### src/rtl/alu_mbyte_seq_pkg.sv
// Shared definitions for the multi-byte ALU sequencer: the alu_unit opcode
// values, the sequencer state encoding (visible for debug decode), and small
// opcode helpers.
package alu_mbyte_seq_pkg;

  // Opcode values understood by the 8-bit alu_unit.
  localparam logic [3:0] ALU_ADC = 4'h0;
  localparam logic [3:0] ALU_SBC = 4'h1;
  localparam logic [3:0] ALU_ORA = 4'h2;
  localparam logic [3:0] ALU_AND = 4'h3;
  localparam logic [3:0] ALU_EOR = 4'h4;
  localparam logic [3:0] ALU_ROR = 4'h5;
  localparam logic [3:0] ALU_PSA = 4'h6;

  // Sequencer states; the encoding is fixed so debug logic can decode it.
  typedef enum logic [1:0] {
    SEQ_IDLE = 2'd0,
    SEQ_RUN  = 2'd1,
    SEQ_DONE = 2'd2
  } seq_state_e;

  // Opcode actually issued to alu_unit: anything unrecognised becomes a pass.
  function automatic logic [3:0] issue_op(input logic [3:0] op);
    case (op)
      ALU_ADC, ALU_SBC, ALU_ORA, ALU_AND,
      ALU_EOR, ALU_ROR, ALU_PSA: return op;
      default:                   return ALU_PSA;
    endcase
  endfunction

  // Only the arithmetic and rotate ops pass carry from byte to byte.
  function automatic logic chains_carry(input logic [3:0] op);
    return (op == ALU_ADC) || (op == ALU_SBC) || (op == ALU_ROR);
  endfunction

endpackage

### src/rtl/alu_mbyte_seq.sv
// Multi-byte ALU sequencer. Runs one 8*NBYTES-bit operation through the
// external combinational 8-bit alu_unit, one byte per enabled cycle, chaining
// carry between bytes and assembling a registered result plus flags.
module alu_mbyte_seq
  import alu_mbyte_seq_pkg::*;
#(
  parameter int NBYTES = 4
) (
  input  logic                  clk,
  input  logic                  reset_n,
  input  logic                  ready,
  input  logic                  start,
  input  logic [3:0]            op,
  input  logic [8*NBYTES-1:0]   opa,
  input  logic [8*NBYTES-1:0]   opb,
  input  logic                  c_in,
  output logic                  busy,
  output logic                  done,
  output logic [8*NBYTES-1:0]   result,
  output logic                  c_out,
  output logic                  v_out,
  output logic                  n_out,
  output logic                  z_out,
  output logic [7:0]            alu_a,
  output logic [7:0]            alu_b,
  output logic                  alu_c_in,
  output logic                  alu_dec_add,
  output logic [3:0]            alu_op,
  input  logic [7:0]            alu_out,
  input  logic                  alu_carry_out,
  input  logic                  alu_overflow_out
);

  localparam int W     = 8 * NBYTES;
  localparam int IDX_W = $clog2(NBYTES);
  localparam logic [IDX_W-1:0] IDX_MSB = IDX_W'(NBYTES - 1);

  seq_state_e        r_state;
  seq_state_e        w_state_next;
  logic [3:0]        r_op;
  logic [W-1:0]      r_opa;
  logic [W-1:0]      r_opb;
  logic              r_carry;
  logic [IDX_W-1:0]  r_idx;
  logic [W-1:0]      r_result;
  logic              r_c;
  logic              r_v;
  logic              r_n;
  logic              r_z;

  logic [IDX_W+2:0]  w_bit_base;
  logic [7:0]        w_b_byte;
  logic              w_is_ror;
  logic              w_last;
  logic [W-1:0]      w_next_result;
  logic [3:0]        w_accept_op;

  assign w_bit_base  = {r_idx, 3'b000};
  assign w_b_byte    = r_opb[w_bit_base +: 8];
  assign w_is_ror    = (r_op == ALU_ROR);
  assign w_last      = w_is_ror ? (r_idx == '0) : (r_idx == IDX_MSB);
  assign w_accept_op = issue_op(op);

  // Byte operands to alu_unit; SBC feeds ~B so the adder computes A + ~B + C.
  assign alu_a       = r_opa[w_bit_base +: 8];
  assign alu_b       = (r_op == ALU_SBC) ? ~w_b_byte : w_b_byte;
  assign alu_c_in    = r_carry;
  assign alu_op      = r_op;
  assign alu_dec_add = 1'b0;

  assign busy   = (r_state != SEQ_IDLE);
  assign done   = (r_state == SEQ_DONE);
  assign result = r_result;
  assign c_out  = r_c;
  assign v_out  = r_v;
  assign n_out  = r_n;
  assign z_out  = r_z;

  // Result with the current alu_unit byte inserted at the active index.
  always_comb begin
    // NOTE: every always_comb output gets a default first, so no path can
    // leave it unassigned and infer a latch.
    w_next_result = r_result;
    w_next_result[w_bit_base +: 8] = alu_out;
  end

  // State register; reset wins over the clock enable.
  always_ff @(posedge clk) begin
    // NOTE: sequential state uses non-blocking assignments so every register
    // samples pre-edge values regardless of statement order.
    if (!reset_n) begin
      r_state <= SEQ_IDLE;
    end else if (ready) begin
      r_state <= w_state_next;
    end
  end

  // Next-state decode.
  always_comb begin
    w_state_next = r_state;
    case (r_state)
      SEQ_IDLE: if (start)  w_state_next = SEQ_RUN;
      SEQ_RUN:  if (w_last) w_state_next = SEQ_DONE;
      SEQ_DONE: w_state_next = SEQ_IDLE;
      default:  w_state_next = SEQ_IDLE;
    endcase
  end

  // Operand latch, byte capture, carry chain, index stepping and flags.
  always_ff @(posedge clk) begin
    // NOTE: the operand latches are cleared on reset too; they are ordinary
    // flops, not a RAM, so resetting them costs nothing and keeps the ALU
    // drive deterministic out of reset.
    if (!reset_n) begin
      r_op     <= ALU_ADC;
      r_opa    <= '0;
      r_opb    <= '0;
      r_carry  <= 1'b0;
      r_idx    <= '0;
      r_result <= '0;
      r_c      <= 1'b0;
      r_v      <= 1'b0;
      r_n      <= 1'b0;
      r_z      <= 1'b0;
    end else if (ready) begin
      case (r_state)
        SEQ_IDLE: begin
          if (start) begin
            r_op     <= w_accept_op;
            r_opa    <= opa;
            r_opb    <= opb;
            r_carry  <= c_in;
            r_idx    <= (w_accept_op == ALU_ROR) ? IDX_MSB : '0;
            r_result <= '0;
          end
        end
        SEQ_RUN: begin
          r_result <= w_next_result;
          if (chains_carry(r_op)) begin
            r_carry <= alu_carry_out;
          end
          r_idx <= w_is_ror ? (r_idx - IDX_W'(1)) : (r_idx + IDX_W'(1));
          if (w_last) begin
            r_c <= chains_carry(r_op) ? alu_carry_out : r_carry;
            r_v <= ((r_op == ALU_ADC) || (r_op == ALU_SBC)) ? alu_overflow_out : 1'b0;
            r_n <= w_next_result[W-1];
            r_z <= (w_next_result == '0);
          end
        end
        default: ;
      endcase
    end
  end

endmodule

### config.mk
export PLATFORM = sky130hd
export DESIGN_NAME = alu_mbyte_seq
export DESIGN_NICKNAME = d
export VERILOG_FILES = /design/src/rtl/alu_mbyte_seq_pkg.sv /design/src/rtl/alu_mbyte_seq.sv
export SDC_FILE = /design/constraint.sdc
export NUM_CORES = 1
export LEC_CHECK = 0
export BUFFER_PORTS_ARGS = -buffer_cell sky130_fd_sc_hd__clkbuf_2
export CAP_MARGIN = 20
export CORE_MARGIN = 2
export CORE_UTILIZATION = 40
export DETAILED_ROUTE_END_ITERATION = 7
export PLACE_DENSITY = 0.67
export SLEW_MARGIN = 20
export SYNTH_ARGS = -nofsm -noshare
export SYNTH_HDL_FRONTEND = slang
export SYNTH_SLANG_ARGS = --single-unit
### constraint.sdc
create_clock -name clk -period 4.4 [get_ports clk]
set_input_delay 0.66 -clock clk [delete_from_list [all_inputs] [get_ports clk]]
set_output_delay 0.66 -clock clk [all_outputs]
set_load 0.01 [all_outputs]
# Yosys cells after proc, flatten, opt, wreduce, memory -nomap -nowiden
# Index checks and enable logic that the tools add are counted.
[classes]
n_addsub = 3
n_eq_ne = 14
n_shift = 4
n_mux = 17
bitwise = 1
reduce_logical = 14
[op_table]
columns = ["cell", "n"]
rows = [
  ["one-hot mux 32 bit (2 select lines)", 1],
  ["variable part select 32 x 6 -> 8 bit", 2],
  ["bitwise mux 32 bit", 1],
  ["zero test 32 bit", 1],
  ["2-to-1 mux 32 bit", 1],
  ["variable shift 8 x 7 -> 32 bit (first input constant)", 1],
  ["variable part select 8 x 7 -> 32 bit", 1],
  ["== test 4 x 3 -> 1 bit (second input constant)", 5],
  ["AND reduction 3 bit", 4],
  ["2-to-1 mux 2 bit", 5],
  ["== test 4 x 1 -> 1 bit (second input constant)", 2],
  ["== test 4 x 2 -> 1 bit (second input constant)", 2],
  ["zero test 4 bit", 2],
  ["2-to-1 mux 8 bit", 1],
  ["NOT 8 bit", 1],
  ["one-hot mux 2 bit (2 select lines)", 2],
  ["negation 5 -> 7 bit", 1],
  ["OR reduction 7 bit", 1],
  ["== test 2 bit (second input constant)", 2],
  ["zero test 2 bit", 2],
  ["2-to-1 mux 1 bit", 4],
  ["2-to-1 mux 4 bit", 1],
  ["!= test 2 bit (second input constant)", 2],
  ["nonzero test 2 bit", 2],
  ["other kinds (5)", 6],
]
[totals]
register_bits = 109
output_inout_bits = 60
elab_cells = 64

# Longest topological paths before layout
# Gate-level depths: netlist (run 1).
[logic_depth]
depth_word = 7
depth_mapped = 9
ltp_nobuf = 7

# Least setup slack after synthesis (run 1)
# Ideal clock, no wire load.
[synth_timing]
path_type = "register to register"
start = "reg r_idx[1]"
end = "reg r_result[16], in the netlist result[16]"
setup_time_ns = 0.066
arrival_time_ns = 2.313
path_slack_ns = 2.021
path_stages_with_launch = 10
path_buffers = 2
period_less_slack_ns = 2.379
cell_sequence = "dfxtp_1 -> clkbuf_1 -> clkbuf_1 -> inv_1 -> ha_1 -> nor2b_1 -> nand3_1 -> nor2_1 -> a22oi_1 -> nor2_1"
[synth_between]
elab_chain_len = 4
[synth_lines]
columns = ["item", "line_no", "source"]
rows = [
  ["from (decl)", "alu_mbyte_seq.sv:44", "logic [IDX_W-1:0] r_idx;"],
  ["from (signal assigned)", "alu_mbyte_seq.sv:133", "r_idx <= (w_accept_op == ALU_ROR) ? IDX_MSB : '0;"],
  ["from (signal assigned)", "alu_mbyte_seq.sv:142", "r_idx <= w_is_ror ? (r_idx - IDX_W'(1)) : (r_idx + IDX_W'(1));"],
  ["negation 5 -> 7 bit *", "alu_mbyte_seq.sv:84", "w_next_result[w_bit_base +: 8] = alu_out;"],
  ["variable part select 8 x 7 -> 32 bit or variable shift 8 x 7 -> 32 bit (tied branches)", "alu_mbyte_seq.sv:84", ""],
  ["bitwise mux 32 bit *", "alu_mbyte_seq.sv:84", ""],
  ["one-hot mux 32 bit (2 select lines) *", "alu_mbyte_seq.sv:126", "case (r_state)"],
  ["to (signal assigned)", "alu_mbyte_seq.sv:138", "r_result <= w_next_result;"],
  ["to (decl)", "alu_mbyte_seq.sv:45", "logic [W-1:0] r_result;"],
]
# Every way passes the cells marked *; elsewhere a longest branch is shown, timed or not.
# A chain may end at the register's enable or synchronous reset.

# Worst setup path after layout (run 1)
[layout_timing]
start = "reg r_idx[0]"
end = "out alu_a[0]"
[layout_between]
elab_chain_len = 1
[layout_lines]
columns = ["item", "line_no", "source"]
rows = [
  ["variable part select 32 x 6 -> 8 bit", "alu_mbyte_seq.sv:65", "assign alu_a = r_opa[w_bit_base +: 8];"],
  ["to (decl)", "alu_mbyte_seq.sv:24", "output logic [7:0] alu_a,"],
]
# No other way between the ends.

==> impl_metrics.ini, run 1 <==
[logic_synthesis]
yosysTopAreaCell = dfxtp_1
synthArstFlopShare = 0
ys_warn_count = 0
synth.top_cells.by_area = dfxtp_1 (47%), nand2_1 (11%), a21oi_1 (8.9%)
synth_flop_cell = dfxtp_1
synth-seq-cells = 109
synth_area_sq_um = 4650
synthDistinctLibCells = 47
synth_edf_count = 0
yosys.area.top_type_share = 0.469
ys_top_cells_by_count = nand2_1 (136), dfxtp_1 (109), a21oi_1 (83)
syn_inst = 548
syn_area_per_cell_sq_um = 8.49
ys_seq_area_frac = 0.469
yosysMostFrequentCell = nand2_1
syn-num-nets = 637

[sta]
period_needed_ps = 2960
slew_headroom = 0.423
worst_slew_pin_slew_ps = 864
period_share = 0.672
finalMaxSlewViolations = 0
fmax_mhz = 338
layout_setup_ws_ps = 1440
rsz0062_at_grt = no
holdWs_ps = 455
tns_ps = 0
finClkSkew_ps = 6.90
setup_violations = 0
hold_viol_final = 0

[cells_and_area]
final_area_sq_um = 5750
area_growth_syn_to_layout_pct = 23.6
nets = 759
n_antenna_cell = 0
finalNonFillerCells = 818
fin_util = 0.506
drive_gt1_frac = 0.277

[grt]
grt_pass1_wl_microns = 20100
use_met1 = 0.257
gr-total-overflow = 0
track_usage = 0.200
use_met2 = 0.310
grt_max_degree = 74
antenna_found_initial = 0
use_met3 = 0.0615
busiest_layer = met2
grt_pass1_vias = 4176

[placement]
dpl.hpwl_microns = 8930
io_buffers = 141
pre_cts_slack_ps = 1730
placed_cells = 802
place_congestion = 0.848
placed_area_sq_um = 5450

[clocking]
postCtsSetupRepairBufs = 0
clkTransAtPathRegs_ps = 70
cts_made_buffers = 9
cts.sinks = 109
clk_path_buf_depth = 2
cts_root_buf = clkbuf_16
htree_levels = 3
cts_resized = 0
ctsHoldBuffers = 0
cts_tree = yes
clkLatencyLatePin_ps = 350

[worst_setup_path]
r2r-end = result[20]
r2r_slack_ps = 1700
start_kind = flop
cpPeakStageDelay_ps = 890
crit_chain = buf_4 > mux4_2 > clkbuf_2
rr_startpoint = r_idx[0]
cp.arrival_ps = 2300
slowest_stage = dfxtp_1
ff2ff_path_depth = 7
cp_top_family = flip-flops
worstPathRequired_ps = 3740
worstSetupPathDepth = 3
crit_fanout = 19
crit_type = flop to output pin
cp-end-kind = output pin
path_buf_inv = 2

[drt]
viasPerCell = 5.28
vias = 4323
antenna_left = 0
first_pass_iters = 5
routed_wl_microns = 12600
initialDrtViolationCount = 227
avgRoutedWirePerCell_microns = 15.4
drc = 0

[floorplanning]
start_util = 0.409
core-area_sq_um = 11400
fp.dieH_microns = 112
die_area_sq_um = 12500
rows = 39
die_width_microns = 112
io-pin-count = 143

[hold_path]
hold_depth = 2
hp-class = flop to flop
worstHoldStart = r_opb[26]
worstHoldEndpoint = r_opb[26]

[run]
max-cap-violations = 0

[power_and_ir_drop]
ir_drop_mv = 0.234
powerDensity_nw_per_um2 = 367
leakagePower_nw = 2.40
total_power_mw = 2.11

[run_status]
run_status = complete, no violations
power breakdown:
part / internal (mW) / leakage (nW) / total [mW] / switching (mW)
sequential: 1.02 / 0.886 / 1.05 / 0.0272
clock: 0.456 / 0.149 / 0.826 / 0.369
combinational: 0.0989 / 1.36 / 0.235 / 0.136
worst reg2reg max path, cell delays in order, from the launching register on:
cell and delay, ps:
dfxtp_1 890, inv_1 240, ha_1 400, nor2b_1 190
nand3_1 120, nor2_1 460, a22oi_1 190, nor2_1 140
kinds of logic (layout without fill, tap and decap cells):
group,Yosys count,in the layout,synth area share
fa+ha+maj,6,6,0.0161
simple gates,236,236,0.221
xor+xnor,9,9,0.0169
mux,17,17,0.0796
compound gates,128,128,0.160
flops,109,109,0.469
buf+inv,42,169,0.0368
other cells,1,1,0.000806
cell type report:
type | count | area (sq um)
Timing Repair Buffer | 147 | 751
Fill cell | 1105 | 5620
Clock inverter | 6 | 61.3
Clock buffer | 10 | 239
Sequential cell | 109 | 2180
Tap cell | 143 | 179
Multi-Input combinational cell | 397 | 2310
Inverter | 6 | 22.5
state kept, by name, indices dropped and copies added (netlist names):
name      flops
alu_c_in      1
alu_op        4
c_out         1
n_out         1
r_idx         2
r_opa        32
r_opb        32
r_state       2
result       32
v_out         1
z_out         1
worst max path at each step:
stage	from	slack [ps]	endpoint
after floorplan	r_idx[1]	2020	result[16]
after global routing	r_idx[0]	1280	alu_a[0]
after global placement	r_idx[0]	1830	alu_a[0]
after CTS	r_idx[0]	1400	alu_a[0]
after detailed placement	r_idx[0]	1730	result[20]
final	r_idx[0]	1440	alu_a[0]
layer usage:
| metal | share of wire | vias to the layer above |
|---|---|---|
| met3 | 0.078 | 18 |
| met2 | 0.47 | 158 |
| li1 | - | 2135 |
| met1 | 0.43 | 2012 |
| met4 | 0.021 | 0 |
| met5 | 0 | - |
cell usage in the layout (no fill, tap or decap), drive strengths merged, types with 2 or more instances in the layout:
master / Yosys / layout
clkbuf: 23 / 151
nand2: 136 / 136
dfxtp: 109 / 109
a21oi: 83 / 83
nor2: 55 / 55
a22oi: 29 / 29
mux4: 16 / 16
nor3: 8 / 8
xor2: 8 / 8
inv: 6 / 7
nor2b: 6 / 6
o21ai: 6 / 6
nor4: 6 / 6
ha: 6 / 6
buf: 13 / 6
nand3: 5 / 5
clkinv: 0 / 3
and2: 3 / 3
and4bb: 2 / 2
a31oi: 2 / 2
a311oi: 2 / 2
or2: 2 / 2
nor4bb: 2 / 2
or4: 2 / 2
No activity file was read; power rests on OpenSTA's default activity.
==> run 2: changes to the inputs <==
Settings changed: ABC_AREA set to 1, PLACE_DENSITY 0.67 to 0.66.
Clock period 4.4 ns to 2.88 ns, I/O delays scaled along.
==> run 2 against run 1 <==
Compared with the run above:
- sequential share of layout area down 2.7 points
- final area up 7.6%
- power up 62%
- clock-buffer cell count down 1
- hold slack worse by 140 ps
- utilization down 1.2 points
- sequential power up 55%
- register-to-register slack worse by 1100 ps
- global-route usage up 1.7 points
- cell count up 29%
- clock power up 46%
- first-iteration DRC count up 56%
- critical endpoint is now alu_b[6]
- largest power group unchanged
- highest routed layer unchanged
==> impl_metrics.ini, run 2 <==
[run_status]
run_status = complete, no violations

[floorplanning]
fp.dieH_microns = 117
core-area_sq_um = 12500
io-pin-count = 143
start_util = 0.408
die_area_sq_um = 13700
rows = 41
die_width_microns = 117

[grt]
grt_pass1_vias = 4913
antenna_found_initial = 0
track_usage = 0.217
gr-total-overflow = 0
grt_max_degree = 71
grt_pass1_wl_microns = 23400

[logic_synthesis]
syn-num-nets = 851
synth_edf_count = 0
ys_seq_area_frac = 0.427
syn_inst = 762
yosysTopAreaCell = dfxtp_1
yosys.area.top_type_share = 0.427
synth.top_cells.by_area = dfxtp_1 (43%), nor2_1 (15%), nand2_1 (11%)
synth_flop_cell = dfxtp_1
ys_warn_count = 0
synth_area_sq_um = 5110
ys_top_cells_by_count = nor2_1 (201), nand2_1 (154), dfxtp_1 (109)
synthArstFlopShare = 0
yosysMostFrequentCell = nor2_1
synth-seq-cells = 109
syn_area_per_cell_sq_um = 6.70
synthDistinctLibCells = 30

[worst_setup_path]
worstSetupPathDepth = 6
start_kind = flop
worstPathRequired_ps = 2450
crit_fanout = 21
crit_chain = inv_2 > buf_4 > o21ai_0 > o22ai_1 > xor2_1 > clkbuf_2
cp-end-kind = output pin
slowest_stage = dfxtp_1
ff2ff_path_depth = 12
cp_top_family = buffers and inverters
path_buf_inv = 3
cpPeakStageDelay_ps = 320
cp.arrival_ps = 1920
crit_type = flop to output pin

[power_and_ir_drop]
powerDensity_nw_per_um2 = 551
leakagePower_nw = 2.78
total_power_mw = 3.41
ir_drop_mv = 0.255

[cells_and_area]
n_fill_cell = 1337
layout_common_cells = nor2_1 (201), nand2_1 (154), clkbuf_2 (141)
n_antenna_cell = 0
final_common_cell = nor2_1
seqCellArea_sq_um = 2180
area_growth_syn_to_layout_pct = 21.1
drive_gt1_frac = 0.208
nets = 969
multi_input_area_sq_um = 2610

[clocking]
clk_path_buf_depth = 2
clkTransAtPathRegs_ps = 70
ctsHoldBuffers = 0
htree_levels = 3
cts_resized = 0
cts_made_buffers = 9
cts.sinks = 109
cts_tree = yes
clkLatencyLatePin_ps = 360
cts_root_buf = clkbuf_16
postCtsSetupRepairBufs = 0

[sta]
worst_slew_pin_slew_ps = 789
period_share = 0.816
slew_headroom = 0.473
fmax_mhz = 425
finClkSkew_ps = 10.5
hold_viol_final = 0
period_needed_ps = 2350
setup_violations = 0
finalMaxSlewViolations = 0
rsz0062_at_grt = no
tns_ps = 0

[drt]
first_pass_iters = 5
avgRoutedWirePerCell_microns = 13.7
drc = 0
routed_wl_microns = 14400
viasPerCell = 4.95
antenna_left = 0
vias = 5235
initialDrtViolationCount = 354

[placement]
place_congestion = 0.952
dpl.hpwl_microns = 10400
io_buffers = 141

[run]
max-cap-violations = 0

[hold_path]
hold_depth = 3
hp-class = primary input to flop
## run 2: cell types whose count changed in the layout (fill, tap and decap cells not counted), moves of 6 or more
cell	delta
o21ai_1	+7
a22oi_1	-29
a21oi_1	-39
nor3_1	-8
nor2b_1	-6
nand3_1	+11
mux4_2	-16
inv_1	+18
o22ai_1	+15
nor2_1	+146
nor4_1	-6
o21ai_0	+102
nand2_1	+18
## run 2: per-layer routing
| metal | track usage | part of all wire |
|---|---|---|
| met1 | 0.298 | 0.47 |
| met2 | 0.339 | 0.44 |
| met3 | 0.0505 | 0.068 |
| met4 | 0.0698 | 0.018 |
| met5 | 0 | 0 |
## run 2: cell families after synthesis
logic type               Yosys count  synth area share
AND/OR/NAND/NOR                  383             0.296
AO/OA/AOI/OAI                    179             0.181
flip-flops                       109             0.427
buffers and inverters             74            0.0622
XOR/XNOR                           9            0.0154
adder cells (fa/ha/maj)            6            0.0147
other                              1          0.000734
multiplexers                       1           0.00221
## run 2: per-stage QoR
step,hold slack [ps],area (sq um),worst slack (ps),cells,util
after floorplan,450,5110,773,762,-
after global placement,453,5900,737,1041,0.471
after detailed placement,454,5900,678,1041,0.471
after CTS,306,6180,543,1057,0.494
after global routing,317,6180,351,1057,0.494
final,315,6180,530,1057,0.494
## run 2: final timing paths
path / start / endpoint / slack [ps]
setup / recovery: r_idx[0] / alu_b[6] / 530
hold / removal: opa[25] / r_opa[25] / 310
setup reg to reg: r_idx[0] / z_out / 640
hold reg to reg: alu_op[3] / alu_op[3] / 470
## run 2: power by group
group          leakage (nW)  switching, mW  total, mW  internal [mW]
Sequential            0.890         0.0451       1.63           1.59
Clock                 0.146          0.606       1.21          0.609
Combinational          1.75          0.356      0.561          0.205
## run 2: layout make-up
cell class / instances / share of cell area
multi-input cells: 579 / 0.421
flip-flops and latches: 109 / 0.353
repair buffers: 151 / 0.126
clock buffers: 9 / 0.0364
well taps: 172 / 0.0348
inverters: 30 / 0.0182
clock inverters: 7 / 0.00992
## run 2: worst reg2reg max path: cells and delay by family (launching register included)
kind                       cells  cell delay (ps)
and+or+nand+nor                8              770
buffers and inverters          2              490
adders and majority gates      1              480
DFF                            1              320
AOI/OAI and AO/OA              1              120
